**config.mk**
```make
export PLATFORM = sky130hd
export DESIGN_NAME = uart_bit_receiver
export DESIGN_NICKNAME = d
export VERILOG_FILES = /design/src/rtl/uart_bit_receiver.sv
export SDC_FILE = /design/constraint.sdc
export NUM_CORES = 1
export LEC_CHECK = 0
export ABC_AREA = 1
export CAP_MARGIN = 20
export CORE_MARGIN = 10
export CORE_UTILIZATION = 45
export CTS_CLUSTER_DIAMETER = 120
export DETAILED_ROUTE_END_ITERATION = 8
export PLACE_DENSITY_LB_ADDON = 0.3
export SETUP_SLACK_MARGIN = 0.1
export SYNTH_ARGS = -nofsm -noshare
export SYNTH_HDL_FRONTEND = slang
export SYNTH_SLANG_ARGS = --single-unit
```
**constraint.sdc**
```tcl
create_clock -name clk -period 2.4 [get_ports clk]
set_input_delay 0.48 -clock clk [delete_from_list [all_inputs] [get_ports clk]]
set_output_delay 0.48 -clock clk [all_outputs]
set_load 0.02 [all_outputs]
```
**src/rtl/uart_bit_receiver.sv**
```systemverilog
//-----------------------------------------------------------------------------
// uart_bit_receiver
//
// Receives 8N1 UART frames (LSB first on the wire). Each good byte is
// re-emitted one bit per clock, MSB first, as a serial bit stream for a
// downstream parser.
//
// Parameters
//   CLKS_PER_BIT      clock cycles per UART bit (16..65535), default 868
//
// Ports
//   clk               system clock, rising-edge active
//   rst               asynchronous active-low reset
//   rx                asynchronous UART line, idle high
//   output_bit        current emitted data bit (holds its value between bytes)
//   is_new_output_bit one-cycle strobe qualifying output_bit
//   frame_error       one-cycle pulse when a stop bit is sampled low
//   busy              high whenever the receive FSM is outside IDLE
//-----------------------------------------------------------------------------
module uart_bit_receiver #(
  parameter int CLKS_PER_BIT = 868
) (
  input  logic clk,
  input  logic rst,
  input  logic rx,
  output logic output_bit,
  output logic is_new_output_bit,
  output logic frame_error,
  output logic busy
);

  // Timer compare points. The timer is cleared on every state change and
  // after each data sample, so a value of N-1 means N cycles have elapsed.
  localparam logic [15:0] LP_FULL = 16'(CLKS_PER_BIT - 1);
  localparam logic [15:0] LP_HALF = 16'((CLKS_PER_BIT / 2) - 1);

  typedef enum logic [2:0] {
    IDLE,
    START,
    DATA,
    STOP,
    WAIT_IDLE
  } rxState_t;

  rxState_t    r_state;
  rxState_t    w_nextState;

  logic        r_sync1;
  logic        r_sync2;
  logic        r_rxPrev;
  logic        w_rxS;
  logic        w_fallEdge;

  logic [15:0] r_timer;
  logic [2:0]  r_bitCnt;
  logic [7:0]  r_shift;

  logic        w_timerClr;
  logic        w_sampleData;
  logic        w_loadEmit;
  logic        w_stopBad;

  logic [7:0]  r_emitBuf;
  logic [3:0]  r_emitCnt;
  logic        r_emitActive;
  logic        r_outBit;
  logic        r_frameErr;

  // Two-flop synchronizer; both flops reset high so reset never looks like
  // a start bit. r_rxPrev is an extra stage used only for edge detection.
  always_ff @(posedge clk or negedge rst) begin
    if (!rst) begin
      r_sync1  <= 1'b1;
      r_sync2  <= 1'b1;
      r_rxPrev <= 1'b1;
    end else begin
      r_sync1  <= rx;
      r_sync2  <= r_sync1;
      r_rxPrev <= r_sync2;
    end
  end

  assign w_rxS      = r_sync2;
  assign w_fallEdge = r_rxPrev & ~w_rxS;

  // Receive FSM state register.
  always_ff @(posedge clk or negedge rst) begin
    if (!rst) begin
      r_state <= IDLE;
    end else begin
      r_state <= w_nextState;
    end
  end

  // Next-state logic and per-cycle control strobes.
  always_comb begin
    w_nextState  = r_state;
    w_sampleData = 1'b0;
    w_loadEmit   = 1'b0;
    w_stopBad    = 1'b0;
    case (r_state)
      IDLE: begin
        if (w_fallEdge) begin
          w_nextState = START;
        end
      end
      START: begin
        // Mid-start-bit check: a line that is already high again was a glitch.
        if (r_timer == LP_HALF) begin
          if (!w_rxS) begin
            w_nextState = DATA;
          end else begin
            w_nextState = IDLE;
          end
        end
      end
      DATA: begin
        if (r_timer == LP_FULL) begin
          w_sampleData = 1'b1;
          if (r_bitCnt == 3'd7) begin
            w_nextState = STOP;
          end
        end
      end
      STOP: begin
        if (r_timer == LP_FULL) begin
          if (w_rxS) begin
            w_loadEmit  = 1'b1;
            w_nextState = IDLE;
          end else begin
            w_stopBad   = 1'b1;
            w_nextState = WAIT_IDLE;
          end
        end
      end
      WAIT_IDLE: begin
        if (w_rxS) begin
          w_nextState = IDLE;
        end
      end
      default: begin
        w_nextState = IDLE;
      end
    endcase
  end

  // Restart the timer both on state changes and after every data sample so
  // each data bit is measured from the previous sample point.
  assign w_timerClr = (w_nextState != r_state) || w_sampleData;

  // Bit timer, data bit counter and receive shift register.
  always_ff @(posedge clk or negedge rst) begin
    if (!rst) begin
      r_timer  <= 16'd0;
      r_bitCnt <= 3'd0;
      r_shift  <= 8'd0;
    end else begin
      if (w_timerClr) begin
        r_timer <= 16'd0;
      end else if ((r_state == START) || (r_state == DATA) || (r_state == STOP)) begin
        r_timer <= r_timer + 16'd1;
      end else begin
        r_timer <= 16'd0;
      end

      if (r_state == START) begin
        r_bitCnt <= 3'd0;
      end else if (w_sampleData) begin
        r_bitCnt <= r_bitCnt + 3'd1;
      end

      // LSB arrives first, so new bits enter at the top and move down.
      if (w_sampleData) begin
        r_shift <= {w_rxS, r_shift[7:1]};
      end
    end
  end

  // Emitter. On a good stop bit the first (MSB) bit is presented right away
  // and the rest of the byte is parked in r_emitBuf, which shifts left so
  // the next bit to emit is always at bit 7. It runs independently of the
  // receive FSM; a new load can never land on an active emission because a
  // frame is far longer than eight cycles.
  always_ff @(posedge clk or negedge rst) begin
    if (!rst) begin
      r_emitBuf    <= 8'd0;
      r_emitCnt    <= 4'd0;
      r_emitActive <= 1'b0;
      r_outBit     <= 1'b0;
    end else if (w_loadEmit) begin
      r_outBit     <= r_shift[7];
      r_emitBuf    <= {r_shift[6:0], 1'b0};
      r_emitCnt    <= 4'd1;
      r_emitActive <= 1'b1;
    end else if (r_emitActive) begin
      if (r_emitCnt == 4'd8) begin
        r_emitActive <= 1'b0;
      end else begin
        r_outBit  <= r_emitBuf[7];
        r_emitBuf <= {r_emitBuf[6:0], 1'b0};
        r_emitCnt <= r_emitCnt + 4'd1;
      end
    end
  end

  // Frame error is registered so it appears the cycle after the stop sample.
  always_ff @(posedge clk or negedge rst) begin
    if (!rst) begin
      r_frameErr <= 1'b0;
    end else begin
      r_frameErr <= w_stopBad;
    end
  end

  assign output_bit        = r_outBit;
  assign is_new_output_bit = r_emitActive;
  assign frame_error       = r_frameErr;
  assign busy              = (r_state != IDLE);

endmodule

```
# Word level (Yosys, flattened, before mapping)
# Index checks and enable logic that the tools add are counted.
[classes]
div_mod_pow = 0
addsub = 3
mul = 0
eq_ne = 10
n_shift = 0
order_cmp = 0
reduce_logical = 8
n_mux = 33
n_bitwise = 2
[op_table]
columns = ["operator", "count"]
rows = [
  ["two-way mux 16 bit", 2],
  ["two-way mux 3 bit", 9],
  ["two-way mux 8 bit", 3],
  ["adder 16 x 1 -> 16 bit, second input constant", 1],
  ["== test 16 x 10 -> 1 bit, second input constant", 1],
  ["== test 16 x 9 -> 1 bit, second input constant", 1],
  ["one-hot mux 3 bit (5 select lines)", 1],
  ["two-way mux 1 bit", 14],
  ["two-way mux 4 bit", 3],
  ["== test 3 x 2 -> 1 bit, second input constant", 2],
  ["== test 3 bit, second input constant", 2],
  ["adder 4 x 1 -> 4 bit, second input constant", 1],
  ["== test 4 bit, second input constant", 1],
  ["nonzero test 2 bit", 2],
  ["adder 3 x 1 -> 3 bit, second input constant", 1],
  ["== test 3 x 1 -> 1 bit, second input constant", 1],
  ["logical NOT 3 bit", 1],
  ["logical OR 1 bit", 3],
  ["!= test 3 bit", 1],
  ["nonzero test 3 bit", 1],
  ["two-way mux 2 bit", 1],
  ["!= test 2 bit, second input constant", 1],
  ["AND reduction 2 bit", 1],
  ["bitwise AND 1 bit", 1],
  ["inverter 1 bit", 1],
]
[word_totals]
latchBits = 0
register_bits = 48
memories = 0
mem_bits_rw = 0
in_bits = 3
word_cells = 68
mem_bits_ro = 0
output_inout_bits = 4

# Longest topological paths before layout
[logic_depth]
ltp_word = 7
depth_mapped = 11
ltp_nobuf = 11

# Worst setup path before layout
# OpenSTA, ideal clock, no wires.
[synth_timing]
kind = "register to register"
from = "reg r_timer[0]"
to = "reg r_timer[9]"
path_stages_with_launch = 11
setup_ns = 0.122
required_ns = 2.278
period_less_slack_ns = 1.513
slack_ns = 0.887
arrival_ns = 1.391
n_path_buf = 0
cell_sequence = "dfrtp_1 > ha_1 > nand2_2 > nor2_4 > nand3_4 > nand2_2 > nor2_2 > nand2_2 > nor2_2 > nand2_4 > nor2_2"
[synth_between]
elab_chain_cells = 6
word_cells_on_any_way = 13
classes_between = "add/sub (1); eq/ne (3); mux (8); reduce/logical (1)"
[synth_rtl]
columns = ["element", "line_no", "rtl"]
rows = [
  ["start, declared", "54", "logic [15:0] r_timer;"],
  ["start signal, assigned", "161", "r_timer <= r_timer + 16'd1;"],
  ["== test 16 x 10 -> 1 bit or == test 16 x 9 -> 1 bit (tied branches)", "118, 126, 109", ""],
  ["two-way mux 3 bit (on tied branches)", "126, 109, 118", ""],
  ["one-hot mux 3 bit (5 select lines)", "101", "case (r_state)"],
  ["!= test 3 bit", "149", "assign w_timerClr = (w_nextState != r_state) || w_sampleData;"],
  ["logical OR 1 bit", "149", ""],
  ["two-way mux 16 bit *", "158", "if (w_timerClr) begin"],
]
# Every way passes the cells marked *; elsewhere a longest branch is shown, timed or not.
# A chain may end at the register's enable or synchronous reset.

# Worst setup path after layout
[layout_timing]
from = "reg r_state[1]"
to = "out busy"
[layout_between]
elab_chain_cells = 1
[layout_rtl]
columns = ["element", "line_no", "rtl"]
rows = [
  ["start, declared", "45", "rxState_t r_state;"],
  ["start signal, assigned", "91", "r_state <= w_nextState;"],
  ["nonzero test 3 bit", "218", "assign busy = (r_state != IDLE);"],
  ["end, declared", "29", "output logic busy"],
]
# Every way passes these cells.

==> results.json <==
{
  "status": "complete, no violations",
  "portBuffers": 6,
  "hold_viol": 0,
  "drv_slew": 0,
  "postRouteWirelength_um": 4222,
  "worstSetupPathType": "flip-flop to output port",
  "first_pass_iters": 4,
  "tightestPinTransition_ps": 518.5,
  "clk-insertion-delay-late_ps": 310,
  "yosys-top-cells-area": "dfrtp_1 (45%), nand2_1 (7.1%), inv_1 (5.2%), nor2_2 (4.1%), nand3_1 (3.7%)",
  "grt_start_max_net_pins": 26,
  "grt_pass1_wl_um": 7783,
  "comb_power_share_pct": 16.5,
  "instances_no_fill": 347,
  "synth_nets": 276,
  "cp-end-kind": "output port",
  "syn_to_final_growth_pct": 9.555,
  "sw_frac_of_total_pct": 28.71,
  "drive_gt1_share_pct": 21.30,
  "antenna_found_initial": 0,
  "peakVddDrop_mv": 0.2651,
  "numCtsBuffers": 5,
  "fin_nets": 285,
  "rrSetupSlack_ps": 650,
  "internal-power_w": 0.001241,
  "vias": 1696,
  "die_h_um": 93.77,
  "crit_required_ps": 1920,
  "cp_data_arrival_time_ps": 1560,
  "layout_min_cycle_time_ps": 2044,
  "dpl.cell_count": 339,
  "grt_usage_pct": 10.88,
  "tns_ps": 0,
  "viasPerCell": 4.888,
  "finalCritPeriodShare_pct": 85.18,
  "ioPinCount": 7,
  "overflow": 0,
  "ctsResizeCount": 0,
  "grt_pass1_vias": 1717,
  "cts_root_buf": "clkbuf_8",
  "cts.clk_slew.worst_paths_ps": 90,
  "drt_iter0_markers": 123,
  "pre_cts_ws_ps": 650.8,
  "finalSetupViolations": 0,
  "die_w_um": 93.77,
  "pwr_density_cell_nw_per_um2": 649.1,
  "coreArea_sq_um": 5205,
  "syn_area_sq_um": 2449,
  "setup_ws_ps": 355.6,
  "rsz0062_at_grt": "false",
  "skew_ps": 9.554,
  "crit_fanout": 5,
  "hold_path_class": "primary input to async pin",
  "switchingPower_w": 0.0004998,
  "die-area_sq_um": 8792,
  "power_frac_seq_pct": 50.2,
  "ys_ff_latch": 47,
  "cts_tree": "built",
  "yosysWarnings": 0,
  "post-dp-hpwl_um": 3098,
  "fmax_ghz": 0.4891,
  "syn_inst": 267,
  "synth.distinct_cells": 35,
  "yosysSeqAreaShare_pct": 48.19,
  "gp_congestion": 0.8879,
  "p_clk_share_pct": 33.3,
  "r2r_cells": 9,
  "cap_violations": 0,
  "antenna_left": 0,
  "reg2reg_to": "r_emitBuf[7]",
  "rows": 26,
  "p_leak_nw": 1.238,
  "crit-reg2reg-launch": "r_emitCnt[0]",
  "cp-start-kind": "flip-flop",
  "wire_per_inst_um": 12.17,
  "drc": 0,
  "syn_avg_cell_area_sq_um": 9.171,
  "h-tree-depth": 2,
  "start_util_pct": 47.04,
  "cts_setup_buffers": 0,
  "cts_sinks": 47,
  "clock_path_buffers": 2,
  "yosys.area.top_type": "dfrtp_1",
  "diodes": 0,
  "max_slew_margin_pct": 65.44,
  "hold_buffers": 0,
  "synth_top_cell_area_share_pct": 44.97
}
[metal layers]
metal	global-route usage [%]	vias up	routed length [um]
met2	16.99	17	1914
met5	0	-	0
li1	-	876	-
met1	13.94	796	2093
met3	2.958	7	143
met4	4.177	0	70
[cell families after synthesis]
logic type	count (synthesis)	synth area share [%]
compound gates	29	8.176
xor+xnor	10	3.577
fa+ha+maj	6	3.066
buf+inv	41	6.745
flops	47	48.19
simple gates	134	30.25
[registers in the layout (all words and copies together), names as in the netlist]
name,count
frame_error,1
is_new_output_bit,1
output_bit,1
r_bitCnt,3
r_emitBuf,7
r_emitCnt,4
r_rxPrev,1
r_shift,8
r_state,3
r_sync1,1
r_sync2,1
r_timer,16
[power groups by stage]
| stage | Combinational, W | Clock (W) | Sequential (W) |
|---|---|---|---|
| after CTS | 0.000294 | 0.000598 | 0.000874 |
| after floorplan | 0.000234 | 0 | 0.000881 |
| after detailed placement | 0.000293 | 0 | 0.000890 |
| after global routing | 0.000323 | 0.000632 | 0.000881 |
| final | 0.000288 | 0.000579 | 0.000874 |
| after global placement | 0.000290 | 0 | 0.000890 |
[Yosys cell counts, drive strengths merged]
cell type,instances
nor3b,1
xor2,6
a21oi,4
nor2,39
nand3b,2
nand2,56
dfrtp,44
buf,4
o211ai,6
dfstp,3
ha,6
nand4,7
xnor2,4
o21ai,17
a31oi,1
nand3,22
clkbuf,2
nor4,1
inv,35
nor3,6
o221ai,1
[final cells by class]
class                   instances  area [sq um]
well taps                      70         87.58
flip-flops and latches         47          1180
inverters                      35         131.4
fillers                       483          2522
repair buffers                  8         70.07
multi-input cells             179          1104
clock inverters                 2         37.54
clock buffers                   6         72.57
[critical path: stages (launching register included)]
cell and delay (ps):
dfrtp_1 440, nor2_1 180, nand2_1 90, clkdlybuf4s50_1 550
[per-stage QoR]
| stage | cell area, sq um | total power, W | utilization [%] | hold WS [ps] |
|---|---|---|---|---|
| 4_1_cts | 2683 | 0.001766 | 51.54 | 148.2 |
| 3_3_place_gp | 2572 | 0.001180 | 49.42 | 345.5 |
| 2_1_floorplan | 2449 | 0.001114 | - | 184.4 |
| 6_report | 2683 | 0.001741 | 51.54 | 138.3 |
| 3_5_place_dp | 2572 | 0.001182 | 49.42 | 347.2 |
| 5_1_grt | 2683 | 0.001836 | 51.54 | 170.4 |
[worst max path at each step]
| stage | endpoint | startpoint | cells past startpoint | slack [ps] |
|---|---|---|---|---|
| floorplan | r_timer[9] | r_timer[0] | 10 | 890 |
| global placement | r_emitBuf[7] | r_emitCnt[0] | 9 | 670 |
| detailed placement | r_emitBuf[4] | r_timer[0] | 6 | 650 |
| CTS | busy | r_state[1] | 3 | 340 |
| global route | busy | r_state[1] | 3 | 250 |
| finish | busy | r_state[1] | 3 | 360 |
[layout by cell type, fill, tap and decap left out, types with 2 or more instances in the layout]
| cell | count |
|---|---|
| dfrtp_1 | 44 |
| nand2_4 | 2 |
| xnor2_1 | 4 |
| ha_1 | 6 |
| xor2_1 | 6 |
| nand3_2 | 3 |
| nor3_1 | 4 |
| nor3_2 | 2 |
| inv_1 | 34 |
| o21ai_1 | 3 |
| nand4_1 | 6 |
| nand3b_1 | 2 |
| clkdlybuf4s50_1 | 5 |
| nor2_1 | 19 |
| buf_4 | 2 |
| o211ai_2 | 5 |
| nor2_4 | 3 |
| a21oi_1 | 3 |
| o21ai_0 | 14 |
| nand2_1 | 46 |
| clkbuf_8 | 5 |
| nand3_1 | 18 |
| dfstp_2 | 3 |
| nand2_2 | 8 |
| nor2_2 | 16 |
No activity file was read; power rests on OpenSTA's default activity.
